<file path="config.mk">
export PLATFORM = sky130hd
export DESIGN_NAME = reg_file_read
export DESIGN_NICKNAME = d
export VERILOG_FILES = /design/src/rtl/reg_file_read.sv
export SDC_FILE = /design/constraint.sdc
export NUM_CORES = 2
export LEC_CHECK = 0
export ABC_CLOCK_PERIOD_IN_PS = 3500
export BUFFER_PORTS_ARGS = -buffer_cell sky130_fd_sc_hd__buf_2
export CAP_MARGIN = 20
export CORE_MARGIN = 4
export CORE_UTILIZATION = 41
export DETAILED_ROUTE_END_ITERATION = 16
export PLACE_DENSITY = 0.57
export SLEW_MARGIN = 30
export SYNTH_ARGS = -nofsm -noshare
export SYNTH_HDL_FRONTEND = slang
export SYNTH_SLANG_ARGS = --single-unit
</file>
<file path="constraint.sdc">
create_clock -name clk -period 3.5 [get_ports clk]
set_input_delay 0.35 -clock clk [delete_from_list [all_inputs] [get_ports clk]]
set_output_delay 0.35 -clock clk [all_outputs]
set_load 0.03 [all_outputs]
</file>
<file path="src/rtl/reg_file_read.sv">
`default_nettype none
// ============================================================================
// Module   : reg_file_read
// Brief    : MIPS register file with write-before-read bypass and registered
//            ID/EX read outputs (stall hold with refresh, flush to bubble).
// Revision : 1.0 - initial release
// ============================================================================
module reg_file_read #(
    parameter int DATA_W = 32,
    parameter int ADDR_W = 5
) (
    input  logic              clk,
    input  logic              rst_n,
    input  logic              stall,
    input  logic              flush,
    input  logic [ADDR_W-1:0] rs_addr,
    input  logic [ADDR_W-1:0] rt_addr,
    input  logic              wr_en,
    input  logic [ADDR_W-1:0] wr_addr,
    input  logic [DATA_W-1:0] wr_data,
    output logic [DATA_W-1:0] rs_data,
    output logic [DATA_W-1:0] rt_data,
    output logic [ADDR_W-1:0] rs_addr_q,
    output logic [ADDR_W-1:0] rt_addr_q
);

    localparam int c_NUM_REGS = 2 ** ADDR_W;

    logic [DATA_W-1:0] r_regs [c_NUM_REGS];
    logic [DATA_W-1:0] r_rs_data;
    logic [DATA_W-1:0] r_rt_data;
    logic [ADDR_W-1:0] r_rs_addr_q;
    logic [ADDR_W-1:0] r_rt_addr_q;

    logic              w_weff;
    logic [DATA_W-1:0] w_rs_lookup;
    logic [DATA_W-1:0] w_rt_lookup;

    assign w_weff = wr_en && (wr_addr != '0);

    always_comb begin
        w_rs_lookup = r_regs[rs_addr];
        if (rs_addr == '0) begin
            w_rs_lookup = '0;
        end else if (w_weff && (wr_addr == rs_addr)) begin
            w_rs_lookup = wr_data;
        end
    end

    always_comb begin
        w_rt_lookup = r_regs[rt_addr];
        if (rt_addr == '0) begin
            w_rt_lookup = '0;
        end else if (w_weff && (wr_addr == rt_addr)) begin
            w_rt_lookup = wr_data;
        end
    end

    // Entry 0 is never written, so it stays at its reset value of zero.
    always_ff @(posedge clk or negedge rst_n) begin
        if (!rst_n) begin
            for (int i = 0; i < c_NUM_REGS; i++) begin
                r_regs[i] <= '0;
            end
        end else if (w_weff) begin
            r_regs[wr_addr] <= wr_data;
        end
    end

    always_ff @(posedge clk or negedge rst_n) begin
        if (!rst_n) begin
            r_rs_data   <= '0;
            r_rt_data   <= '0;
            r_rs_addr_q <= '0;
            r_rt_addr_q <= '0;
        end else if (flush) begin
            r_rs_data   <= '0;
            r_rt_data   <= '0;
            r_rs_addr_q <= '0;
            r_rt_addr_q <= '0;
        end else if (stall) begin
            // A held operand tracks writebacks to its own register so it cannot go stale.
            if (w_weff && (wr_addr == r_rs_addr_q)) begin
                r_rs_data <= wr_data;
            end
            if (w_weff && (wr_addr == r_rt_addr_q)) begin
                r_rt_data <= wr_data;
            end
        end else begin
            r_rs_data   <= w_rs_lookup;
            r_rt_data   <= w_rt_lookup;
            r_rs_addr_q <= rs_addr;
            r_rt_addr_q <= rt_addr;
        end
    end

    assign rs_data   = r_rs_data;
    assign rt_data   = r_rt_data;
    assign rs_addr_q = r_rs_addr_q;
    assign rt_addr_q = r_rt_addr_q;

endmodule
`default_nettype wire

</file>
# Word-level counts from Yosys, hierarchy flattened
# Cells that the tools add are included.
dict set report op_classes {
  n_eq_ne 7
  order_cmp 4
  n_reduce_logical 9
  bitwise 3
  muxes 23
}
# cell n
set op_table {}
lappend op_table {{$bwmux 1024} 1}
lappend op_table {{$mux 32} 15}
lappend op_table {{$bmux 32 s5} 2}
lappend op_table {{$demux 32 s5} 1}
lappend op_table {{$eq 5x5->1} 4}
lappend op_table {{$mux 5} 4}
lappend op_table {{$ge 6x6->1 const B} 3}
lappend op_table {{$not 5->6} 3}
lappend op_table {{$logic_not 5->1} 2}
lappend op_table {{$logic_and 1x1->1} 6}
lappend op_table {{$lt 6x1->1 const B} 1}
lappend op_table {{$ne 3x1->1 const B} 2}
lappend op_table {{$reduce_bool 5->1} 1}
lappend op_table {{$ne 2x1->1 const B} 1}
dict set report word_totals {
  out_inout_bits 74
  reg_bits 1098
  wordCells 82
}

# Logic depth before layout (Yosys ltp)
dict set report depth {
  ltp_word 8
  depth_mapped 11
  mapped_depth_nobuf 6
}

# Least setup slack after synthesis
# OpenSTA, ideal clock, no wires.
dict set report synth_timing {
  path_kind {input port to flip-flop}
  from {input port rt_addr[1]}
  to {register r_rt_data[16], in the netlist rt_data[16]}
  setup_slack_ns 1.402
  t_arrival_ns 1.964
  n_path_buf 4
  stages 10
  cell_sequence {buf_2 > buf_2 > buf_2 > buf_4 > mux2i_1 > o22ai_1 > nor4_1 > nor2_1 > o21ai_0 > o21ai_0}
}
dict set report synth_between {
  elab_chain_cells 8
  elab_cells_between_ends 11
  classes_between {eq/ne (1); mux (7); bitwise (1); reduce/logical (2)}
}
# element line_no
set synth_rtl {}
lappend synth_rtl {{start: declaration} 17} ;# input logic [ADDR_W-1:0] rt_addr,
lappend synth_rtl {{$not 5->6 (not written as such)} 51} ;# w_rt_lookup = r_regs[rt_addr];
lappend synth_rtl {{$bmux 32 s5} 51}
lappend synth_rtl {{$mux 32 (not written as such) (2 in a row)} 51}
lappend synth_rtl {{$mux 32} 54} ;# end else if (w_weff && (wr_addr == rt_addr)) begin
lappend synth_rtl {{$mux 32 *} 52} ;# if (rt_addr == '0) begin
lappend synth_rtl {{$mux 32 *} 81} ;# end else if (stall) begin
lappend synth_rtl {{$mux 32 *} 76} ;# end else if (flush) begin
lappend synth_rtl {{end signal: assignment} 87} ;# r_rt_data <= wr_data;
lappend synth_rtl {{end signal: assignment} 91} ;# r_rt_data <= w_rt_lookup;
lappend synth_rtl {{end: declaration} 31} ;# logic [DATA_W-1:0] r_rt_data;
# Every way passes the cells marked *; elsewhere a longest branch is shown, timed or not. The select of a mux whose other input is x is not followed.
# A chain may end at the register's enable or synchronous reset.

# Worst setup path after layout
dict set report layout_timing {
  from {register r_rt_addr_q[1], in the netlist rt_addr_q[1]}
  to {register r_rt_data[17], in the netlist rt_data[17]}
}
dict set report layout_between {
  elab_chain_cells 3
}
# element line_no
set layout_rtl {}
lappend layout_rtl {{start: declaration} 33} ;# logic [ADDR_W-1:0] r_rt_addr_q;
lappend layout_rtl {{start signal: assignment} 93} ;# r_rt_addr_q <= rt_addr;
lappend layout_rtl {{$eq 5x5->1} 86} ;# if (w_weff && (wr_addr == r_rt_addr_q)) begin
lappend layout_rtl {{$logic_and 1x1->1} 86}
lappend layout_rtl {{$ne 3x1->1 (no line)} n/a}
# No other way between the ends.

==> results.json <==
{
  "run_status": "finished, final reports clean",
  "die_area_sq_um": 145500,
  "synth.ff_latch_count": 1098,
  "first_global_vias": 37620,
  "post-route-drc-count": 0,
  "remaining_max_slew_budget_at_the_tightest_pin_pct": 30.14,
  "power_frac_comb_pct": 19.3,
  "wl_per_cell_um": 33.61,
  "drt-pass1-iter-count": 5,
  "switching_power_of_the_nets_mw": 10.20,
  "antenna_found_initial": 12,
  "holdBufCountCts": 2,
  "commonest_non_fill_non_tap_cell_in_the_layout": "dfrtp_1",
  "drt-initial-drc-count": 3564,
  "finalCritPeriodShare_pct": 72.56,
  "vdd.ir_drop.worst_uv": 443.7,
  "floorplan.rows": 136,
  "grt_setup_unrepaired": "false",
  "min_delay_path_depth": 3,
  "overflow": 0,
  "synth_ff_type": "dfrtp_1",
  "chipWidth_um": 381.5,
  "slew_viol_final": 0,
  "area.growth.synth_to_final_pct": 12.64,
  "placeableCoreArea_sq_um": 138000,
  "finalCriticalPeriod_ns": 2.540,
  "globalRoute.busiestLayer": "met2",
  "syn_nets": 3907,
  "clock_sinks": 1098,
  "ctsResizeCount": 0,
  "synth-edff-count": 0,
  "setup_slack_ns": 0.9605,
  "power_report.internal_total_mw": 26.54,
  "finalHoldWorstSlack_ns": 0.05613,
  "layout.cells.most_common_list": "1098 x dfrtp_1, 1009 x mux2_2, 445 x mux4_2",
  "clk_latency_ns": 0.77,
  "post_route_cells_drive_above_1_share_pct": 50.79,
  "worstPathRequired_ns": 4.11,
  "grt_first_pass_wirelength_um": 281500,
  "route.detailed.vias_per_inst": 6.374,
  "timing.final.hold_violations": 0,
  "pwr-share-seq_pct": 45.6,
  "totalWireLength_um": 195400,
  "ctsRootBufferMaster": "clkbuf_16",
  "power.static_leakage_nw": 27.88,
  "power.clock.fraction_pct": 35.1,
  "post_dp_cell_area_sq_um": 60390,
  "powerDensity_nw_per_um2": 570.3,
  "cts_setup_buffers": 0,
  "grt_start_max_net_pins": 88,
  "ys_seq_area_share_pct": 48.05,
  "clk_pin_slew_worst_paths_ns": 0.06,
  "reg2regPathDepth": 6,
  "groute.layer.met1.usage_pct": 37.16,
  "finalSetupViolations": 0,
  "dp.cells": 5590,
  "dp.final_hpwl_um": 116000,
  "antenna_left": 0,
  "timing.critical_path.from_type": "flip-flop",
  "fin_worst_skew_ns": 0.04317,
  "design.portCount": 126,
  "cts_inserted_buffers": 120,
  "critPathCaptureType": "flip-flop",
  "timing_worst_slew_pin_value_ns": 1.048,
  "io_buffers": 125,
  "start_util_pct": 41.44,
  "post_synth_num_cell_types": 56,
  "hold_class": "in -> reg",
  "cts_buffer_depth": 3,
  "tritoncts": "built",
  "power.share.switching_pct": 27.76,
  "postSynthCellCount": 3855,
  "grt_util_met2_pct": 40.82,
  "final_cell_count_no_fill": 5814,
  "cts.htree.levels": 3,
  "post-route-util_pct": 46.68,
  "timing.fmax_ghz": 0.3938,
  "dp_worst_setup_slack_ns": 0.5577,
  "maxCapViolations": 0,
  "crit_fanout": 15,
  "fp.dieH_um": 381.5,
  "place_congestion": 0.8330,
  "final_design_area_no_fill_sq_um": 64420,
  "groute.layer.met3.usage_pct": 5.833,
  "vias": 37060,
  "final.fill_count": 12020,
  "setup.worst_path.class": "reg -> reg",
  "synth.cell_area_sq_um": 57190,
  "synthesis.area_per_instance_sq_um": 14.83,
  "global_route.usage.total_pct": 26.66,
  "setup-tns-final_ns": 0,
  "finalNetCount": 3903,
  "synth-warning-count": 0,
  "arrival_ns": 3.15,
  "totalPowerFinal_mw": 36.73,
  "postSynth.asyncResetShare_pct": 100.0
}
[kinds of logic (layout without fill, tap and decap cells)]
| family | after synthesis | after routing | synth area share (%) |
|---|---|---|---|
| AO/OA/AOI/OAI | 403 | 403 | 4.840 |
| XOR/XNOR | 20 | 20 | 0.3063 |
| buffers and inverters | 436 | 525 | 3.770 |
| flip-flops | 1098 | 1098 | 48.05 |
| multiplexers | 1630 | 1630 | 40.47 |
| other | 0 | 7 | 0 |
| AND/OR/NAND/NOR | 268 | 268 | 2.564 |
[state kept, by name, indices dropped and copies added, names as in the netlist]
| signal | count |
|---|---|
| rs_data | 32 |
| rt_data | 32 |
| rs_addr_q | 5 |
| r_regs | 1024 |
| rt_addr_q | 5 |
[per-layer routing]
layer / vias up / share of wire (%)
met5: - / 0.0067
met4: 2 / 4.3
met3: 361 / 7.6
met2: 1484 / 46
met1: 20240 / 42
li1: 14970 / -
[layout make-up]
cell class / count / area, sq um / area share (%)
clock buffer: 183 / 3580 / 5.557
antenna: 7 / 17.52 / 0.02719
multi-input combinational: 2321 / 27800 / 43.16
tap: 1863 / 2331 / 3.619
timing repair buffer: 309 / 2803 / 4.351
clock inverter: 32 / 401.6 / 0.6235
inverter: 1 / 3.754 / 0.005827
sequential: 1098 / 27480 / 42.65
[Yosys cell counts, types with 12 or more instances]
| cell type | count | share of area (%) |
|---|---|---|
| o221ai_1 | 12 | 0.18 |
| o21ai_0 | 40 | 0.35 |
| mux2i_1 | 176 | 3.1 |
| a22oi_1 | 62 | 0.81 |
| buf_2 | 106 | 0.93 |
| buf_6 | 23 | 0.45 |
| clkbuf_1 | 190 | 1.2 |
| o22ai_1 | 191 | 2.1 |
| nor2_1 | 92 | 0.60 |
| nand2b_1 | 16 | 0.18 |
| a21oi_1 | 16 | 0.14 |
| a221o_1 | 32 | 0.56 |
| mux4_2 | 445 | 18 |
| buf_4 | 42 | 0.55 |
| mux2_2 | 1009 | 20 |
| nand2_1 | 32 | 0.21 |
| a211oi_1 | 19 | 0.25 |
| buf_1 | 69 | 0.45 |
| or4_1 | 35 | 0.46 |
| dfrtp_1 | 1098 | 48 |
| nor3_1 | 13 | 0.11 |
| nand4_1 | 14 | 0.15 |
[worst max-delay path, stage by stage, from the launching register on]
cell and delay [ns]:
dfrtp_1 0.42, xnor2_1 0.15, nand4_1 0.21, nor4b_4 0.70, nor2_4 0.28, buf_12 0.26, a221o_1 0.35
[worst paths after layout]
| kind | from | endpoint | slack [ns] |
|---|---|---|---|
| hold / removal | rt_addr[2] | rt_addr_q[2]$_DFFE_PN0P_ | 0.06 |
| setup reg to reg | rt_addr_q[1]$_DFFE_PN0P_ | rt_data[17]$_DFFE_PN0P_ | 0.96 |
| min in group asynchronous | rst_n | r_regs[735]$_DFFE_PN0P_ | 0.19 |
| hold reg to reg | r_regs[1003]$_DFFE_PN0P_ | r_regs[1003]$_DFFE_PN0P_ | 0.39 |
| setup / recovery | rt_addr_q[1]$_DFFE_PN0P_ | rt_data[17]$_DFFE_PN0P_ | 0.96 |
| max in group asynchronous | rst_n | r_regs[942]$_DFFE_PN0P_ | 2.03 |
[power groups by stage]
stage,Clock [mW],Combinational [mW],Sequential [mW]
floorplan,0,5.23,16.4
global placement,0,7.01,16.8
detailed placement,0,7.11,16.9
CTS,13.1,7.13,16.7
global route,13.6,7.61,17.0
finish,12.9,7.11,16.7
(Power assumes the default switching activity.)
